===== src/rtl/pa_frame_pkg.sv =====
// Shared definitions for the PA serial frame codec: header defaults,
// frame lengths, FSM encodings and checksum helpers.
package pa_frame_pkg;

  localparam logic [7:0] TX_HDR_DEF = 8'hA5;
  localparam logic [7:0] RX_HDR_DEF = 8'h5A;

  localparam int unsigned CSUM_W         = 8;
  localparam int unsigned TX_FRAME_LEN   = 6;
  localparam int unsigned RX_FRAME_LEN   = 7;
  localparam int unsigned RX_PAYLOAD_LEN = RX_FRAME_LEN - 2;

  localparam logic [2:0] TX_LAST_IDX     = 3'(TX_FRAME_LEN - 1);
  localparam logic [2:0] RX_LAST_PAYLOAD = 3'(RX_PAYLOAD_LEN - 1);

  typedef enum logic [2:0] {
    TX_IDLE     = 3'd0,
    TX_LOAD     = 3'd1,
    TX_WAIT_TX  = 3'd2,
    TX_STROBE   = 3'd3,
    TX_WAIT_RSP = 3'd4
  } tx_state_e;

  typedef enum logic [1:0] {
    RX_HUNT    = 2'd0,
    RX_PAYLOAD = 2'd1,
    RX_CHECK   = 2'd2
  } rx_state_e;

  // Running modulo-256 checksum accumulation.
  function automatic logic [CSUM_W-1:0] csum_add(input logic [CSUM_W-1:0] acc,
                                                 input logic [7:0]        b);
    return acc + b;
  endfunction

  // Byte idx (0..5) of the outgoing frame for command word d.
  function automatic logic [7:0] tx_frame_byte(input logic [7:0]  hdr,
                                               input logic [31:0] d,
                                               input logic [2:0]  idx);
    logic [7:0] b;
    case (idx)
      3'd0:    b = hdr;
      3'd1:    b = d[31:24];
      3'd2:    b = d[23:16];
      3'd3:    b = d[15:8];
      3'd4:    b = d[7:0];
      3'd5:    b = csum_add(csum_add(csum_add(d[31:24], d[23:16]), d[15:8]), d[7:0]);
      default: b = 8'h00;
    endcase
    return b;
  endfunction

endpackage


===== src/rtl/pa_frame_rx.sv =====
// RX frame parser: hunts for the header, shifts in five payload bytes,
// checks the trailing checksum and aborts frames that stall too long.
module pa_frame_rx
  import pa_frame_pkg::*;
#(
  parameter logic [7:0]  RX_HDR      = RX_HDR_DEF,
  parameter logic [15:0] GAP_TIMEOUT = 16'd5000
) (
  input  logic        clk,
  input  logic        rst_n,
  input  logic        rx_byte_vld_i,
  input  logic [7:0]  rx_byte_i,
  output logic        frame_good_o,
  output logic [39:0] frame_data_o
);

  rx_state_e         state_q, state_d;
  logic [2:0]        cnt_q, cnt_d;
  logic [CSUM_W-1:0] sum_q, sum_d;
  logic [39:0]       shift_q, shift_d;
  logic [15:0]       gap_q, gap_d;
  logic              gap_expire_s;

  // Abort after GAP_TIMEOUT consecutive idle cycles inside a frame.
  assign gap_expire_s = (gap_q == (GAP_TIMEOUT - 16'd1)) && !rx_byte_vld_i;
  assign frame_data_o = shift_q;

  // Parser state register.
  always_ff @(posedge clk) begin
    if (!rst_n) begin
      state_q <= RX_HUNT;
    end else begin
      state_q <= state_d;
    end
  end

  // Parser next-state logic.
  always_comb begin
    state_d = state_q;
    case (state_q)
      RX_HUNT: begin
        if (rx_byte_vld_i && (rx_byte_i == RX_HDR)) state_d = RX_PAYLOAD;
        else                                         state_d = RX_HUNT;
      end
      RX_PAYLOAD: begin
        if (rx_byte_vld_i) begin
          if (cnt_q == RX_LAST_PAYLOAD) state_d = RX_CHECK;
          else                          state_d = RX_PAYLOAD;
        end else if (gap_expire_s) begin
          state_d = RX_HUNT;
        end else begin
          state_d = RX_PAYLOAD;
        end
      end
      RX_CHECK: begin
        if (rx_byte_vld_i || gap_expire_s) state_d = RX_HUNT;
        else                               state_d = RX_CHECK;
      end
      default: state_d = RX_HUNT;
    endcase
  end

  // Payload shift, checksum accumulation, gap timer and good-frame decode.
  always_comb begin
    cnt_d        = cnt_q;
    sum_d        = sum_q;
    shift_d      = shift_q;
    gap_d        = gap_q;
    frame_good_o = 1'b0;
    case (state_q)
      RX_HUNT: begin
        cnt_d = 3'd0;
        sum_d = {CSUM_W{1'b0}};
        gap_d = 16'd0;
      end
      RX_PAYLOAD: begin
        if (rx_byte_vld_i) begin
          shift_d = {shift_q[31:0], rx_byte_i};
          sum_d   = csum_add(sum_q, rx_byte_i);
          cnt_d   = cnt_q + 3'd1;
          gap_d   = 16'd0;
        end else begin
          gap_d   = gap_q + 16'd1;
        end
      end
      RX_CHECK: begin
        if (rx_byte_vld_i) begin
          frame_good_o = (rx_byte_i == sum_q);
          gap_d        = 16'd0;
        end else begin
          gap_d        = gap_q + 16'd1;
        end
      end
      default: begin
        cnt_d = 3'd0;
        gap_d = 16'd0;
      end
    endcase
  end

  // Parser datapath registers.
  always_ff @(posedge clk) begin
    if (!rst_n) begin
      cnt_q   <= 3'd0;
      sum_q   <= {CSUM_W{1'b0}};
      shift_q <= 40'd0;
      gap_q   <= 16'd0;
    end else begin
      cnt_q   <= cnt_d;
      sum_q   <= sum_d;
      shift_q <= shift_d;
      gap_q   <= gap_d;
    end
  end

endmodule


===== src/rtl/pa_frame_codec.sv =====
// PA command/response codec: frames 32-bit commands onto a byte UART,
// waits for the PA response and publishes good response payloads.
module pa_frame_codec
  import pa_frame_pkg::*;
#(
  parameter logic [7:0]  TX_HDR      = TX_HDR_DEF,
  parameter logic [7:0]  RX_HDR      = RX_HDR_DEF,
  parameter logic [31:0] RSP_TIMEOUT = 32'd2_500_000,
  parameter logic [15:0] GAP_TIMEOUT = 16'd5000
) (
  input  logic        clk,
  input  logic        rst_n,
  input  logic        send_en,
  input  logic [31:0] send_data,
  output logic        tx_byte_vld,
  output logic [7:0]  tx_byte,
  input  logic        tx_busy,
  input  logic        rx_byte_vld,
  input  logic [7:0]  rx_byte,
  output logic [39:0] recieve_data,
  output logic        recirve_vld,
  output logic        rsp_timeout,
  output logic        cmd_drop,
  output logic        busy
);

  tx_state_e   state_q, state_d;
  logic [31:0] data_q, data_d;
  logic [2:0]  idx_q, idx_d;
  logic        hold_q, hold_d;
  logic [31:0] rsp_cnt_q, rsp_cnt_d;

  logic        tx_byte_vld_q, tx_byte_vld_d;
  logic [7:0]  tx_byte_q, tx_byte_d;
  logic [39:0] recieve_data_q, recieve_data_d;
  logic        recirve_vld_q, recirve_vld_d;
  logic        rsp_timeout_q, rsp_timeout_d;
  logic        cmd_drop_q, cmd_drop_d;
  logic        busy_q, busy_d;

  logic        accept_s;
  logic        rsp_end_s;
  logic        timeout_s;
  logic        frame_good_s;
  logic [39:0] frame_data_s;

  pa_frame_rx #(
    .RX_HDR      (RX_HDR),
    .GAP_TIMEOUT (GAP_TIMEOUT)
  ) u_rx (
    .clk           (clk),
    .rst_n         (rst_n),
    .rx_byte_vld_i (rx_byte_vld),
    .rx_byte_i     (rx_byte),
    .frame_good_o  (frame_good_s),
    .frame_data_o  (frame_data_s)
  );

  assign tx_byte_vld  = tx_byte_vld_q;
  assign tx_byte      = tx_byte_q;
  assign recieve_data = recieve_data_q;
  assign recirve_vld  = recirve_vld_q;
  assign rsp_timeout  = rsp_timeout_q;
  assign cmd_drop     = cmd_drop_q;
  assign busy         = busy_q;

  // TX state register.
  always_ff @(posedge clk) begin
    if (!rst_n) begin
      state_q <= TX_IDLE;
    end else begin
      state_q <= state_d;
    end
  end

  // TX next-state logic; a good frame beats a timeout in the same cycle,
  // and a command arriving as the response wait ends is taken directly.
  always_comb begin
    state_d   = state_q;
    accept_s  = 1'b0;
    rsp_end_s = 1'b0;
    timeout_s = 1'b0;
    case (state_q)
      TX_IDLE: begin
        if (send_en) begin
          state_d  = TX_LOAD;
          accept_s = 1'b1;
        end else begin
          state_d  = TX_IDLE;
        end
      end
      TX_LOAD: state_d = TX_WAIT_TX;
      TX_WAIT_TX: begin
        if (!tx_busy) state_d = TX_STROBE;
        else          state_d = TX_WAIT_TX;
      end
      TX_STROBE: begin
        // First STROBE cycle drives the strobe; the second gives tx_busy time to rise.
        if (!hold_q)                   state_d = TX_STROBE;
        else if (idx_q == TX_LAST_IDX) state_d = TX_WAIT_RSP;
        else                           state_d = TX_WAIT_TX;
      end
      TX_WAIT_RSP: begin
        if (frame_good_s) begin
          rsp_end_s = 1'b1;
        end else if (rsp_cnt_q == (RSP_TIMEOUT - 32'd1)) begin
          rsp_end_s = 1'b1;
          timeout_s = 1'b1;
        end else begin
          rsp_end_s = 1'b0;
        end
        if (!rsp_end_s) begin
          state_d  = TX_WAIT_RSP;
        end else if (send_en) begin
          state_d  = TX_LOAD;
          accept_s = 1'b1;
        end else begin
          state_d  = TX_IDLE;
        end
      end
      default: state_d = TX_IDLE;
    endcase
  end

  // TX datapath and output register next values. The response counter is
  // zeroed when each byte strobe is launched and keeps counting from the
  // last byte's strobe, so the timeout lands RSP_TIMEOUT cycles after it.
  always_comb begin
    data_d        = data_q;
    idx_d         = idx_q;
    hold_d        = 1'b0;
    rsp_cnt_d     = rsp_cnt_q;
    tx_byte_vld_d = 1'b0;
    tx_byte_d     = tx_byte_q;
    recirve_vld_d = frame_good_s;
    rsp_timeout_d = timeout_s;
    cmd_drop_d    = send_en && !accept_s;
    busy_d        = (state_d != TX_IDLE);
    if (frame_good_s) recieve_data_d = frame_data_s;
    else              recieve_data_d = recieve_data_q;
    case (state_q)
      TX_WAIT_TX: begin
        if (!tx_busy) begin
          tx_byte_vld_d = 1'b1;
          tx_byte_d     = tx_frame_byte(TX_HDR, data_q, idx_q);
          rsp_cnt_d     = 32'd0;
        end else begin
          tx_byte_vld_d = 1'b0;
        end
      end
      TX_STROBE: begin
        hold_d = !hold_q;
        if (idx_q == TX_LAST_IDX) rsp_cnt_d = rsp_cnt_q + 32'd1;
        else                      rsp_cnt_d = rsp_cnt_q;
        if (!hold_q)                   idx_d = idx_q;
        else if (idx_q == TX_LAST_IDX) idx_d = 3'd0;
        else                           idx_d = idx_q + 3'd1;
      end
      TX_WAIT_RSP: rsp_cnt_d = rsp_cnt_q + 32'd1;
      default:     hold_d    = 1'b0;
    endcase
    if (accept_s) begin
      data_d    = send_data;
      idx_d     = 3'd0;
      rsp_cnt_d = 32'd0;
    end else begin
      data_d    = data_q;
    end
  end

  // TX datapath and output registers.
  always_ff @(posedge clk) begin
    if (!rst_n) begin
      data_q         <= 32'd0;
      idx_q          <= 3'd0;
      hold_q         <= 1'b0;
      rsp_cnt_q      <= 32'd0;
      tx_byte_vld_q  <= 1'b0;
      tx_byte_q      <= 8'd0;
      recieve_data_q <= 40'd0;
      recirve_vld_q  <= 1'b0;
      rsp_timeout_q  <= 1'b0;
      cmd_drop_q     <= 1'b0;
      busy_q         <= 1'b0;
    end else begin
      data_q         <= data_d;
      idx_q          <= idx_d;
      hold_q         <= hold_d;
      rsp_cnt_q      <= rsp_cnt_d;
      tx_byte_vld_q  <= tx_byte_vld_d;
      tx_byte_q      <= tx_byte_d;
      recieve_data_q <= recieve_data_d;
      recirve_vld_q  <= recirve_vld_d;
      rsp_timeout_q  <= rsp_timeout_d;
      cmd_drop_q     <= cmd_drop_d;
      busy_q         <= busy_d;
    end
  end

endmodule

===== config.mk =====
export PLATFORM = sky130hd
export DESIGN_NAME = pa_frame_codec
export DESIGN_NICKNAME = d
export VERILOG_FILES = /design/src/rtl/pa_frame_pkg.sv /design/src/rtl/pa_frame_rx.sv /design/src/rtl/pa_frame_codec.sv
export SDC_FILE = /design/constraint.sdc
export NUM_CORES = 1
export LEC_CHECK = 0
export ABC_CLOCK_PERIOD_IN_PS = 5100
export CORE_UTILIZATION = 60
export DETAILED_ROUTE_END_ITERATION = 8
export PLACE_DENSITY = 0.84
export SLEW_MARGIN = 10
export SYNTH_ARGS = -nofsm -noshare
export SYNTH_HDL_FRONTEND = slang
export SYNTH_SLANG_ARGS = --single-unit

===== constraint.sdc =====
create_clock -name clk -period 5.1 [get_ports clk]
set_input_delay 0.765 -clock clk [delete_from_list [all_inputs] [get_ports clk]]
set_output_delay 0.765 -clock clk [all_outputs]
set_load 0.01 [all_outputs]

# --- Yosys cells after proc, flatten, opt, wreduce, memory -nomap -nowiden ---
# Cells that the tools add are included.
classes:
  n_addsub: 8
  n_eq_ne: 19
  muxes: 30
  n_bitwise: 5
  n_reduce_logical: 25
op_table:
  columns: ["op", "n"]
  rows:
  - ["$pmux W32 S3", 1]
  - ["$mux W32", 2]
  - ["$pmux W8 S6", 1]
  - ["$add A32 B1 Y32 const B", 1]
  - ["$add A8 B8 Y8", 4]
  - ["$eq A32 B22 Y1 const B", 1]
  - ["$add A16 B1 Y16 const B", 1]
  - ["$eq A16 B13 Y1 const B", 1]
  - ["$pmux W8 S2", 1]
  - ["$mux W3", 5]
  - ["$pmux W3 S5", 1]
  - ["$reduce_and A2 Y1", 7]
  - ["$eq A3 B2 Y1 const B", 4]
  - ["$eq A3 B3 Y1 const B", 4]
  - ["$mux W1", 12]
  - ["$eq A8 B7 Y1 const B", 1]
  - ["$eq A8 B8 Y1", 1]
  - ["$mux W8", 1]
  - ["$add A3 B1 Y3 const B", 2]
  - ["$eq A3 B1 Y1 const B", 2]
  - ["$logic_not A3 Y1", 2]
  - ["$mux W2", 3]
  - ["$ne A2 B2 Y1 const B", 3]
  - ["$pmux W2 S3", 1]
  - ["14 further kinds", 25]
word_totals:
  reg_bits: 193
  input_bits: 45
  output_inout_bits: 53
  wordCells: 104

# --- Logic depth before layout (Yosys ltp) ---
# Gate-level depths: netlist (run 1).
logic_depth:
  word_depth: 9
  depth_mapped: 12
  ltp_nobuf: 12

# --- Modules after synthesis ---
# A second synthesis (run 1) with hierarchy kept.
hier_totals:
  cells_unflattened: 1042
  hier_area_um2: 8968.6
by_module_without_submodules:
  columns: ["module", "n_inst", "cells_each", "area_per_inst_um2", "seq_area_each_um2"]
  rows:
  - ["pa_frame_codec", 1, 678, 5967.0, 2482.4]
  - ["pa_frame_rx", 1, 364, 3001.6, 1381.3]

# --- Worst setup path after synthesis (run 1) ---
# No wires, ideal clock.
synth_path:
  path_type: "reg-to-reg"
  from: "register data_q[1]"
  to: "register tx_byte_q[7] (netlist: tx_byte[7])"
  setup_ps: 122
  t_arrival_ps: 2746
  required_time_ps: 4978
  path_slack_ps: 2232
  path_stages_with_launch: 13
  path_buffers: 0
  period_less_slack_ps: 2868
  cell_sequence: "dfxtp_1 inv_1 fa_1 fa_1 inv_1 ha_1 fa_1 a21oi_1 o21ai_0 o22ai_1 xnor2_1 a21oi_1 o21ai_0"
synth_via:
  elab_chain_cells: 2
synth_rtl:
  columns: ["item", "line_no", "source"]
  rows:
  - ["start, declared", "pa_frame_codec.sv:28", "logic [31:0] data_q, data_d;"]
  - ["start signal, assigned", "pa_frame_codec.sv:186", "data_q <= data_d;"]
  - ["$add A8 B8 Y8", "pa_frame_pkg.sv:33", "return acc + b;"]
  - ["$pmux W8 S6", "pa_frame_pkg.sv:41", "case (idx)"]
  - ["end signal, assigned", "pa_frame_codec.sv:191", "tx_byte_q <= tx_byte_d;"]
  - ["end, declared", "pa_frame_codec.sv:34", "logic [7:0] tx_byte_q, tx_byte_d;"]
# Every way passes these cells.
# A chain may end at the register's enable or synchronous reset.

# --- Worst setup path in the final report (run 1) ---
layout_path:
  from: "input port rx_byte[2]"
  to: "register rsp_cnt_q[28]"
layout_via:
  elab_chain_cells: 8
layout_rtl:
  columns: ["item", "line_no", "source"]
  rows:
  - ["start, declared", "pa_frame_codec.sv:19", "input logic [7:0] rx_byte,"]
  - ["$eq A8 B8 Y1", "pa_frame_rx.sv:88", "frame_good_o = (rx_byte_i == sum_q);"]
  - ["$mux W1", "pa_frame_rx.sv:87", "if (rx_byte_vld_i) begin"]
  - ["$mux W1", "pa_frame_rx.sv:70", "case (state_q)"]
  - ["$mux W1", "pa_frame_codec.sv:104", "if (frame_good_s) begin"]
  - ["$mux W1", "pa_frame_codec.sv:83", "case (state_q)"]
  - ["$mux W1", "pa_frame_codec.sv:112", "if (!rsp_end_s) begin"]
  - ["$pmux W1 S2", "pa_frame_codec.sv:83", null]
  - ["$reduce_or A2 Y1 (no line)", null, null]
  - ["end signal, assigned", "pa_frame_codec.sv:189", "rsp_cnt_q <= rsp_cnt_d;"]
  - ["end, declared", "pa_frame_codec.sv:31", "logic [31:0] rsp_cnt_q, rsp_cnt_d;"]
# Every way passes these cells. The select of a mux whose other input is x is not followed.

==> impl_metrics.tcl, run 1 <==
set metrics [dict create \
    status "finished, final reports clean" \
    post_cts_buffers 0 \
    p_total_mw 3.13 \
    worstHoldStart "u_rx.gap_q[0]$_SDFF_PP0_" \
    cp.required_ns 5.36 \
    min_period_ns 3.28 \
    synth.area.top_cells "dfxtp_1 45%, nand2_1 8.3%, a21oi_1 6.3%, nor2_1 4.9%, mux2i_1 4.1%" \
    r2r-start "data_q[1]$_SDFFE_PN0P_" \
    clock-sinks 193 \
    drc 0 \
    post-synth-top-count-cell "dfxtp_1" \
    syn_nets 1095 \
    r2r_cells 12 \
    path_max_fanout 30 \
    synth.distinct_cells 60 \
    grt_start_max_net_pins 82 \
    grt_pass1_vias 6620 \
    worst_slack_ns 1.82 \
    worst_r2r_endpoint "tx_byte[7]$_SDFFE_PN0P_" \
    die_area_mm2 0.0149 \
    core-area_mm2 0.0139 \
    cts_tree "built" \
    r2r_slack_ns 1.95 \
    grt_pass1_wl_um 30900 \
    rsz0062_at_grt "no" \
    area_growth_pct 18.1 \
    worst-path-buf-inv 1 \
    synth_largest_area_cell "dfxtp_1" \
    start_util_pct 61.9 \
    path_cells "clkdlybuf4s50_1 -> ha_1 -> nor4b_2 -> nand4_1 -> o211ai_1 -> nand3_2 -> nand3_1 -> nor2_1" \
    via_count 7027 \
    wl_per_cell_um 14.6 \
    min_to "u_rx.gap_q[0]$_SDFF_PP0_" \
    drtIter0Drc 423 \
    clock_skew_ns 0.00646 \
    diodes 0 \
    startpoint_type "input port" \
    syn_avg_cell_area_um2 8.53 \
    drive_gt1_share_pct 4.32 \
    portBuffers 97 \
    gp_congestion 0.911 \
    synth_top_area_share_pct 44.8 \
    clk_path_buf_depth 2 \
    crit_path_top_delay_cell "nand3_1" \
    end_kind "flip-flop" \
    htree_levels 4 \
    drt_wl_total_um 18500 \
    synth_cells 1012 \
    fin_crit_sh_pct 64.4 \
    boundaryPins 98 \
    powerDensity_mw_per_mm2 307 \
    cts-buffers-inserted 17 \
    slowest_delay_ns 0.89 \
    p_leak_nw 3.77 \
    fmax_ghz 0.305 \
    vdd_ir_drop_max_uv 228 \
    ant_nets 0 \
    place_ws_ns 1.43 \
    hold_path_depth 1 \
    worstPathArrival_ns 3.54 \
    firstDrtPassIters 4 \
    ys_ff_latch 193 \
    grt.overflow.total 0 \
    min_path_type "reg -> reg" \
    antenna_found_initial 0 \
    clk_pin_slew_ns 0.06 \
    cts_hold_buffers 0 \
    die_x_um 122 \
    fin_setup_tns_ns 0 \
    async_flop_share_pct 0 \
    maxCapViolations 0 \
    setup_viol 0 \
    hold_viol 0 \
    synth_edf_count 0 \
    synth_ff_type "dfxtp_1" \
    grt_usage_pct 26.1 \
    num_rows 43 \
    die_h_um 122 \
    synth_common_cells "193 x dfxtp_1, 191 x nand2_1, 113 x nor2_1" \
    final_nets 1161 \
    yosysSeqAreaShare_pct 44.8 \
    ctsResizeCount 0 \
    vias_per_cell 5.54 \
    max-slew-margin-rel_pct 20.6 \
    slew_viol_final 0 \
    clock_latency_ns 0.43 \
    worst_slew_pin_slew_ns 1.19 \
    crit_type "in -> reg" \
    ys_warn_count 0 \
    syn_area_mm2 0.00863 \
    crit_family "simple AND/OR/NAND/NOR gates" \
    dp_hpwl_um 12600 \
    root_buffer "clkbuf_16" \
]
## stage by stage
stage	cells	instance area, um2	utilization (%)	hold WS [ns]
after detailed placement	1239	9630	69.1	0.440
after global routing	1268	10200	73.1	0.478
after floorplan	1012	8630	-	0.418
final	1268	10200	73.1	0.451
after CTS	1268	10200	73.1	0.455
after global placement	1239	9630	69.1	0.432
## registers in the layout (all words and copies together) (netlist names), 2 cells and up
name               flops
recieve_data          40
u_rx.gap_q            16
u_rx.cnt_q             3
u_rx.state_q           2
tx_byte                8
idx_q                  3
rsp_cnt_q             32
data_q                32
state_q                3
u_rx.frame_data_o     40
u_rx.sum_q             8
## worst register-to-register path, stage by stage, from the launching register on
cell	delay, ns
dfxtp_1	0.36
inv_1	0.08
fa_1	0.50
fa_1	0.51
inv_1	0.04
ha_1	0.22
fa_1	0.41
a21oi_1	0.22
o21ai_0	0.16
o22ai_1	0.18
xnor2_1	0.10
a21oi_1	0.16
o21ai_0	0.10
## layout make-up
| cell class | instances | area [um2] |
|---|---|---|
| clock buffers | 18 | 429 |
| clock inverters | 11 | 135 |
| fillers | 1030 | 3740 |
| inverters | 48 | 183 |
| multi-input cells | 715 | 4340 |
| flip-flops and latches | 193 | 3860 |
| well taps | 180 | 225 |
| repair buffers | 103 | 1020 |
## cell usage in the layout (no fill, tap or decap), drive strengths merged, types with 4 or more instances in the layout
cell type	Yosys	routed
inv	48	50
nor4b	6	6
xnor2	22	22
nand2	191	191
clkinv	0	4
nand4	10	10
a22oi	15	15
a21oi	108	108
nor4	6	6
o21ai	14	14
xor2	37	37
and3	13	13
nor3	6	6
nand3	34	34
clkbuf	37	18
dfxtp	193	193
nor2	113	113
clkdlybuf4s50	0	97
and4	11	11
buf	19	6
a31oi	4	4
ha	23	23
and2	4	4
fa	15	15
nor2b	4	4
mux2i	35	35
## where the power goes
part	total, mW	switching [mW]	leakage [nW]	internal [mW]
clock	1.30	0.576	0.265	0.720
sequential	1.56	0.0242	1.56	1.53
combinational	0.274	0.146	1.95	0.127
total	3.13	0.746	3.77	2.38
## kinds of logic after synthesis
logic type,after synthesis,synth area share [%]
simple gates,418,22.3
flops,193,44.8
buf+inv,104,5.02
fa+ha+maj,38,6.81
xor+xnor,59,5.99
mux,35,4.06
compound gates,165,11.1
## worst max path at each step
| stage | depth (start not counted) | end | start |
|---|---|---|---|
| finish | 8 | rsp_cnt_q[28]$_SDFFE_PP0P_ | rx_byte[2] |
| global route | 8 | rsp_cnt_q[25]$_SDFFE_PP0P_ | rx_byte[2] |
| CTS | 8 | rsp_cnt_q[28]$_SDFFE_PP0P_ | rx_byte[2] |
| detailed placement | 8 | rsp_cnt_q[25]$_SDFFE_PP0P_ | rx_byte[2] |
| global placement | 8 | rsp_cnt_q[3]$_SDFFE_PP0P_ | rx_byte[2] |
| floorplan | 12 | tx_byte[7]$_SDFFE_PN0P_ | data_q[1]$_SDFFE_PN0P_ |
## layer usage
metal  vias to the layer above  wire length, um  global-route usage [%]  part of all wire, %
li1                       3517                -                       -                    -
met1                      3333             8600                    33.9                   47
met2                       145             8910                    43.0                   48
met3                        32              605                    4.78                  3.3
met4                         0              359                    10.5                  1.9
met5                         -                0                       0                    0
Power figures use the tool's default switching activity.
==> run 2, diff against run 1 <==
- ABC_CLOCK_PERIOD_IN_PS: 5100 -> 2700
- CORE_UTILIZATION: 60 -> 51
- PLACE_DENSITY: 0.84 -> 0.76
- clock period: 5.1 -> 2.7 ns (I/O delays scaled with it)
==> run 2 against run 1 <==
The run now ends with negative setup slack left. Sequential share of layout area decreased by 1.9 points. Utilization decreased by 8.3 points. First-iteration DRC count shrank 16%. Worst setup slack got worse by 2.0 ns.
==> impl_metrics.tcl, run 2 (synthesized netlist as in run 1, its figures left out) <==
set metrics [dict create \
    drtIter0Drc 357 \
    p_total_mw 6.14 \
    worstPathArrival_ns 3.20 \
    cts_hold_buffers 0 \
    drc 0 \
    root_buffer "clkbuf_16" \
    fillCellCount 1394 \
    antenna_found_initial 0 \
    r2r-start "data_q[18]$_SDFFE_PN0P_" \
    grt_pass1_wl_um 32500 \
    failed_checks "negative setup slack" \
    clk_pin_slew_ns 0.08 \
    worst_slack_ns -0.147 \
    firstDrtPassIters 5 \
    clock_latency_ns 0.45 \
    fmax_ghz 0.351 \
    num_rows 47 \
    hold_viol 0 \
    fin_crit_sh_pct 105 \
    holdWs_ns 0.451 \
    dpl_cell_area_mm2 0.0101 \
    r2r_slack_ns -0.15 \
    p_leak_nw 4.06 \
    rsz0062_at_grt "yes" \
    grt_start_max_net_pins 49 \
    seqCellArea_mm2 0.00387 \
    clock_skew_ns 0.0155 \
    path_max_fanout 2 \
    vdd_ir_drop_max_uv 514 \
    cp.required_ns 3.05 \
    path_cells "inv_2 -> fa_1 -> fa_1 -> inv_2 -> ha_4 -> a21o_1 -> a21o_1 -> a21oi_2 -> or4b_1 -> a311oi_1" \
    grt_pass1_vias 6927 \
    drive_gt1_share_pct 10.2 \
    max-slew-margin-rel_pct 51.7 \
    startpoint_type "flip-flop" \
    vias_per_cell 5.28 \
    gr-usage-met1_pct 28.4 \
    multi_input_area_mm2 0.00441 \
    diodes 0 \
    drt_wl_total_um 19100 \
    slew_viol_final 0 \
    worst_slew_pin_slew_ns 0.725 \
    end_kind "flip-flop" \
    boundaryPins 98 \
    fin_setup_tns_ns -0.273 \
    powerDensity_mw_per_mm2 571 \
    clock-sinks 193 \
    cts-buffers-inserted 17 \
    grt_usage_pct 22.9 \
    gp_congestion 0.824 \
    met3_usage_pct 4.34 \
    die_h_um 132 \
    crit_path_top_delay_cell "fa_1" \
    ant_nets 0 \
    postLayoutCellArea_mm2 0.0108 \
    die_area_mm2 0.0175 \
    area_growth_pct 24.6 \
    crit_type "reg -> reg" \
    status "finished with violations" \
    worst_r2r_endpoint "tx_byte[6]$_SDFFE_PN0P_" \
    maxCapViolations 0 \
    wl_per_cell_um 14.1 \
    dp_hpwl_um 13100 \
    slowest_delay_ns 0.52 \
    setup_viol 3 \
    core-area_mm2 0.0166 \
    r2r_cells 10 \
    start_util_pct 52.1 \
    min_path_type "reg -> reg" \
    final_nets 1206 \
    crit_end "tx_byte[6]$_SDFFE_PN0P_" \
    clk_path_buf_depth 2 \
    min_period_ns 2.85 \
    layout_common_cells "191 x nand2_1, 188 x dfxtp_1, 113 x nor2_1" \
    die_x_um 132 \
    top_usage_layer "met2" \
    portBuffers 97 \
    final_common_cell "nand2_1" \
    crit_start "data_q[18]$_SDFFE_PN0P_" \
    htree_levels 4 \
    via_count 7164 \
    cts_tree "built" \
    fin_util_pct 64.8 \
    use_met2_pct 39.3 \
    grt.overflow.total 0 \
]
## run 2: changes by cell type in the layout (fill, tap and decap cells not counted), sizes merged
cell      previous run  this run
bufinv               2         0
clkinv               4         6
inv                 50        56
clkinvlp             3         0
buf                  6        51
## run 2: worst min path at each step
stage,slack (ns),to,startpoint,cells past startpoint
6_report,0.45,u_rx.gap_q[0]$_SDFF_PP0_,u_rx.gap_q[0]$_SDFF_PP0_,1
3_3_place_gp,0.43,u_rx.gap_q[0]$_SDFF_PP0_,u_rx.gap_q[0]$_SDFF_PP0_,1
5_1_grt,0.47,recieve_data[36]$_SDFFE_PN0P_,u_rx.frame_data_o[36]$_SDFFE_PN0P_,2
4_1_cts,0.46,recieve_data[35]$_SDFFE_PN0P_,u_rx.frame_data_o[35]$_SDFFE_PN0P_,2
2_1_floorplan,0.42,u_rx.gap_q[0]$_SDFF_PP0_,u_rx.gap_q[0]$_SDFF_PP0_,1
3_5_place_dp,0.44,u_rx.gap_q[0]$_SDFF_PP0_,u_rx.gap_q[0]$_SDFF_PP0_,1
## run 2: metrics by stage
stage	setup WS (ns)	cells
3_3_place_gp	-0.0510	1325
5_1_grt	-0.230	1356
6_report	-0.147	1356
4_1_cts	-0.124	1357
3_5_place_dp	-0.172	1325
2_1_floorplan	0.00231	1012
## run 2: what timing repair did
| action | 4_1_cts | 5_1_grt |
|---|---|---|
| resized for setup | 9 | 8 |
| endpoints found under the setup margin | 5 | 6 |
| buffers inserted | 0 | 1 |
| pin swaps | 9 | 7 |
## run 2: final cells by class
type                       count  area share (%)
multi-input combinational    715            41.0
sequential                   193            36.0
timing repair buffer         148            13.1
clock buffer                  18            3.99
tap                          220            2.56
clock inverter                14            1.70
inverter                      48            1.70
## run 2: routing by layer
metal	routed length [um]	part of all wire, %	up-vias
met3	708	3.7	34
li1	-	-	3625
met5	0	0	-
met4	384	2.0	0
met1	8560	45	3335
met2	9410	49	170
## run 2: critical path: cells and delay by family (launching register included)
kind / cells / cell delay (ns)
adder cells (fa/ha/maj): 3 / 1.27
AO/OA/AOI/OAI: 4 / 0.55
AND/OR/NAND/NOR: 1 / 0.48
flip-flops: 1 / 0.33
buffers and inverters: 2 / 0.11
## run 2: report_power, final
group	switching, mW	internal, mW	total [mW]
sequential	0.0386	2.89	2.93
combinational	0.325	0.325	0.650
clock	1.28	1.27	2.55
total	1.65	4.49	6.14
